**config.mk**
```make
export PLATFORM = sky130hd
export DESIGN_NAME = jk_seq_driver
export DESIGN_NICKNAME = d
export VERILOG_FILES = /design/src/rtl/jk_pkg.sv /design/src/rtl/jk_excite_enc.sv /design/src/rtl/jk_seq_driver.sv
export SDC_FILE = /design/constraint.sdc
export NUM_CORES = 1
export LEC_CHECK = 0
export ABC_AREA = 1
export CORE_AREA = 2 2 69 71
export CTS_BUF_LIST = sky130_fd_sc_hd__clkbuf_2
export CTS_CLUSTER_DIAMETER = 50
export CTS_CLUSTER_SIZE = 20
export DETAILED_ROUTE_END_ITERATION = 6
export DIE_AREA = 0 0 71 73
export SETUP_SLACK_MARGIN = 0.3
export SLEW_MARGIN = 40
export SYNTH_ARGS = -nofsm -noshare
export SYNTH_HDL_FRONTEND = slang
export SYNTH_SLANG_ARGS = --single-unit
export TNS_END_PERCENT = 100
```
**constraint.sdc**
```tcl
create_clock -name CLK -period 1.9 [get_ports CLK]
set_input_delay 0.285 -clock CLK [delete_from_list [all_inputs] [get_ports CLK]]
set_output_delay 0.285 -clock CLK [all_outputs]
set_load 0.01 [all_outputs]
```
**src/rtl/jk_pkg.sv**
```systemverilog
// Shared types and J/K excitation constants for the JK flip-flop sequence driver.
package jk_pkg;

  typedef enum logic [1:0] {
    IDLE  = 2'd0,
    RUN   = 2'd1,
    DRAIN = 2'd2
  } state_t;

  // Encoded as {J,K}.
  localparam logic [1:0] JK_HOLD   = 2'b00;
  localparam logic [1:0] JK_RESET  = 2'b01;
  localparam logic [1:0] JK_SET    = 2'b10;
  localparam logic [1:0] JK_TOGGLE = 2'b11;

endpackage

```
**src/rtl/jk_excite_enc.sv**
```systemverilog
// Combinational J/K excitation: set/reset on the first bit, toggle/hold afterwards.
module jk_excite_enc
  import jk_pkg::*;
(
  input  logic       first,
  input  logic       prev_bit,
  input  logic       cur_bit,
  output logic [1:0] jk
);

  always_comb begin
    jk = JK_HOLD;
    if (first) begin
      // An absolute set/reset puts the flip-flop in a known state regardless of history.
      jk = cur_bit ? JK_SET : JK_RESET;
    end else if (cur_bit != prev_bit) begin
      jk = JK_TOGGLE;
    end else begin
      jk = JK_HOLD;
    end
  end

endmodule

```
**src/rtl/jk_seq_driver.sv**
```systemverilog
// Drives J/K of an external JK flip-flop so Q follows PATTERN, and counts Q mismatches.
module jk_seq_driver
  import jk_pkg::*;
#(
  parameter int LEN   = 16,
  parameter int CNT_W = 8
) (
  input  logic             CLK,
  input  logic             RST,
  input  logic             START,
  input  logic [LEN-1:0]   PATTERN,
  output logic             J,
  output logic             K,
  input  logic             Q_FB,
  output logic             BUSY,
  output logic             DONE,
  output logic [CNT_W-1:0] ERR_CNT
);

  localparam int IDX_W = $clog2(LEN);
  localparam logic [IDX_W-1:0] LAST_IDX = IDX_W'(LEN - 1);
  localparam logic [CNT_W-1:0] ERR_MAX  = '1;

  // Handshake: START is a request that is only accepted while in IDLE; BUSY is high
  // from the accepting edge until the edge that also raises the one-cycle DONE pulse.

  state_t           state_q, state_d;
  logic [LEN-1:0]   pat_q;
  logic [IDX_W-1:0] idx_q;
  logic [1:0]       jk_q, jk_d;
  logic             v1_q, e1_q, l1_q;
  logic             v2_q, e2_q, l2_q;
  logic             busy_q, done_q;
  logic [CNT_W-1:0] err_q;

  logic             accept;
  logic             issue_run;
  logic             last_issue;
  logic             final_cmp;
  logic             mismatch;
  logic             enc_first, enc_prev, enc_cur;
  logic [1:0]       enc_jk;

  jk_excite_enc u_enc (
    .first    (enc_first),
    .prev_bit (enc_prev),
    .cur_bit  (enc_cur),
    .jk       (enc_jk)
  );

  always_comb begin
    state_d    = state_q;
    accept     = 1'b0;
    issue_run  = 1'b0;
    last_issue = 1'b0;
    final_cmp  = v2_q && l2_q;
    case (state_q)
      IDLE: begin
        if (START) begin
          accept  = 1'b1;
          state_d = RUN;
        end
      end
      RUN: begin
        issue_run = 1'b1;
        if (idx_q == LAST_IDX) begin
          last_issue = 1'b1;
          state_d    = DRAIN;
        end
      end
      DRAIN: begin
        if (final_cmp) state_d = IDLE;
      end
      default: state_d = IDLE;
    endcase
  end

  // pat_q shifts right once per issued bit, so [0] is the previous target and [1] the current.
  always_comb begin
    enc_first = accept;
    enc_prev  = accept ? 1'b0 : pat_q[0];
    enc_cur   = accept ? PATTERN[0] : pat_q[1];
    jk_d      = (accept || issue_run) ? enc_jk : JK_HOLD;
    mismatch  = v2_q && (Q_FB != e2_q);
  end

  always_ff @(posedge CLK) begin
    if (RST) begin
      state_q <= IDLE;
      pat_q   <= '0;
      idx_q   <= '0;
      jk_q    <= JK_HOLD;
      v1_q    <= 1'b0;
      e1_q    <= 1'b0;
      l1_q    <= 1'b0;
      v2_q    <= 1'b0;
      e2_q    <= 1'b0;
      l2_q    <= 1'b0;
      busy_q  <= 1'b0;
      done_q  <= 1'b0;
      err_q   <= '0;
    end else begin
      state_q <= state_d;
      jk_q    <= jk_d;

      // Stage 1 marks the edge a bit is issued; stage 2 the edge the flip-flop captures it.
      v1_q <= accept || issue_run;
      e1_q <= enc_cur;
      l1_q <= last_issue;
      v2_q <= v1_q;
      e2_q <= e1_q;
      l2_q <= l1_q;

      if (accept) begin
        pat_q <= PATTERN;
        idx_q <= IDX_W'(1);
      end else if (issue_run) begin
        pat_q <= pat_q >> 1;
        idx_q <= idx_q + 1'b1;
      end

      if (accept) begin
        busy_q <= 1'b1;
      end else if (final_cmp) begin
        busy_q <= 1'b0;
      end
      done_q <= final_cmp;

      if (accept) begin
        err_q <= '0;
      end else if (mismatch && (err_q != ERR_MAX)) begin
        err_q <= err_q + 1'b1;
      end
    end
  end

  assign J       = jk_q[1];
  assign K       = jk_q[0];
  assign BUSY    = busy_q;
  assign DONE    = done_q;
  assign ERR_CNT = err_q;

endmodule
```
==> run metrics <==
Congestion Overflow GR 0; RD Place Congestion 0.754; dominant synthesized flop cell dfxtp_1; synthesis-stage register bit count 40; largest net degree at the start of global routing 29; Synth top area share 0.448; max-slew violation count 0; DP HPWL 2390 um; number of synthesized flops with an enable pin 0; FMAX 634 MHz; maxcap violations 0; shortest period the worst path allows 1580 ps; met2 wire length 1600 um; sequential share of the synthesized area 0.448; vias 1,564; vias in the first global route 1,374; initial antenna violation count 0; Tcrit/Tclk final 0.831; Max rail drop VDD 0.357 mV; placed cell count 316; top cells by area, synth dfxtp_1 45%, nand2_1 15%, a21oi_1 5.9%; DR vias/cell 4.68; DR pass1 iterations 4; DRT iter0 DRCs 81; clock buffer count from CTS 5; Synth cell types 31; Pwr Density 650 mW/mm^2; Final Hold Violating Endpoints 0; Post-synth ARST share 0; chip height 73 um; Longest Clk Path Bufs 2; Die ar. 0.00518 sq mm; arrival time worst endpoint 1290 ps; setup violators final 0; Startpoint Class flip-flop; commonest non-fill, non-tap cell in the layout nand2_1; number of buffers and inverters on the critical path 1; type of the worst setup path reg2out; Worst setup EP type output port; Non-Filler Instances 334; global-route wire length before repair 6150 um; Root Buffer Master clkbuf_2; # hold bufs at CTS 0; Top Metal Used met4; actual slew at the worst max-slew pin 274 ps; relative slew slack 0.817; share of layout cells above drive strength 1 0.179; core area 0.00454 sq mm; Hold WC Path Type reg2reg; syn nets 259; critical-path cell list clkdlybuf4s50_1; RSZ-0062 raised after global routing yes; synthesized area 0.00179 sq mm; Design Area, Final 0.00228 sq mm; synthesized area per cell 7.54 sq um; clock slew at reported path FFs 170 ps; Post-DP Area 0.00212 sq mm; antenna viol nets, final 0; H-tree Lvls 2; WL met3 182 um; clk_skew 14.3 ps; WL per Instance 10.7 um; commonest non-fill, non-tap cells in the layout 73 x nand2_1, 31 x dfxtp_1, 25 x nor2_1, 21 x a21oi_1, 21 x clkdlybuf4s50_1; Starting Density 0.394; Post-Syn Instances 237; delay-heaviest family, CP buffers and inverters; port bufs 31; crit path max fanout 4; CTS tree done; CTS sink count 40; row cnt 25; # IOs 32; outcome finished, final reports clean; ANT cells 0; width of the die 71 um; GRT Util Overall 0.149; final net count 301; CP peak stage delay 530 ps; DRC Markers 0; total power 1480 uW; Leak Pwr 0.00107 uW; wl on met1 1730 um; Crit-path slowest cell clkdlybuf4s50_1; setup TNS 0 ps; area added between synthesis and finish 27.7%; Clk Latency, worst-skew pair 380 ps; Post-Route WL 3570 um; Yosys top cell by area dfxtp_1; Synthesis Warnings 0; worst path required time 1620 ps
==> flip-flops by register name, indices dropped and copies added (netlist names), 2 cells and up <==
signal and count:
idx_q 4, ERR_CNT 8, state_q 2, jk_q 2
pat_q 16
==> final cells by class <==
type / count / area [sq um]
Fill cell: 462 / 2250
Multi-Input combinational cell: 173 / 848
Sequential cell: 40 / 822
Timing Repair Buffer: 42 / 430
Inverter: 17 / 73.8
Tap cell: 54 / 67.6
Clock buffer: 7 / 35.0
Clock inverter: 1 / 3.75
==> cell usage after synthesis (2+ instances only) <==
cell,number
xor2_1,4
a21oi_2,2
nor3_1,3
nor2_4,2
inv_1,11
a31oi_1,2
inv_2,3
nand3_1,7
nor2_1,25
nand2_4,2
ha_1,2
o21ai_0,10
dfxtp_1,40
inv_4,2
o21ai_1,5
a21oi_1,21
buf_6,3
nand4_1,2
nand2_2,6
nand2_1,73
nor2_2,2
==> final timing paths <==
path / start / to / slack (ps) / depth (start not counted)
worst min-delay path: e1_q / e2_q / 420 / 2
worst min register to register: e1_q / e2_q / 420 / 2
worst max register to register: ERR_CNT[0] / ERR_CNT[0] / 470 / 10
worst max-delay path: ERR_CNT[2] / ERR_CNT[2] / 320 / 1
==> timing repair <==
action	in CTS	in global routing
buffers inserted	6	4
gates cloned	0	0
setup endpoints to repair	9	13
gates resized for setup	13	11
==> stage by stage <==
| step | setup slack [ps] | hold slack, ps | utilization |
|---|---|---|---|
| after detailed placement | 278 | 398 | 0.467 |
| after CTS | 266 | 418 | 0.490 |
| final | 322 | 417 | 0.503 |
| after global placement | 306 | 396 | 0.467 |
| after global routing | 260 | 453 | 0.503 |
| after floorplan | 589 | 363 | - |
==> layer usage <==
metal  up-vias  GRT usage
met4         0     0.0629
met2        30      0.229
met1       681      0.199
met3         7     0.0401
li1        846          -
met5         -          0
==> kinds of logic after synthesis <==
| group | Yosys count | share of synthesized area |
|---|---|---|
| simple gates | 123 | 0.304 |
| buf+inv | 24 | 0.0784 |
| fa+ha+maj | 2 | 0.0140 |
| flops | 40 | 0.448 |
| xor+xnor | 5 | 0.0245 |
| compound gates | 43 | 0.131 |
==> report_power, final <==
group | internal, uW | total (uW) | switching [uW] | leakage (uW)
clock | 98.6 | 351 | 253 | 0.0000306
sequential | 881 | 908 | 27.2 | 0.000333
combinational | 103 | 224 | 121 | 0.000703
==> worst min-delay path: stages, from the launching register on <==
cell and delay [ps]:
dfxtp_1 330, inv_1 40, nor2_1 30
No activity file was read; power rests on OpenSTA's default activity.
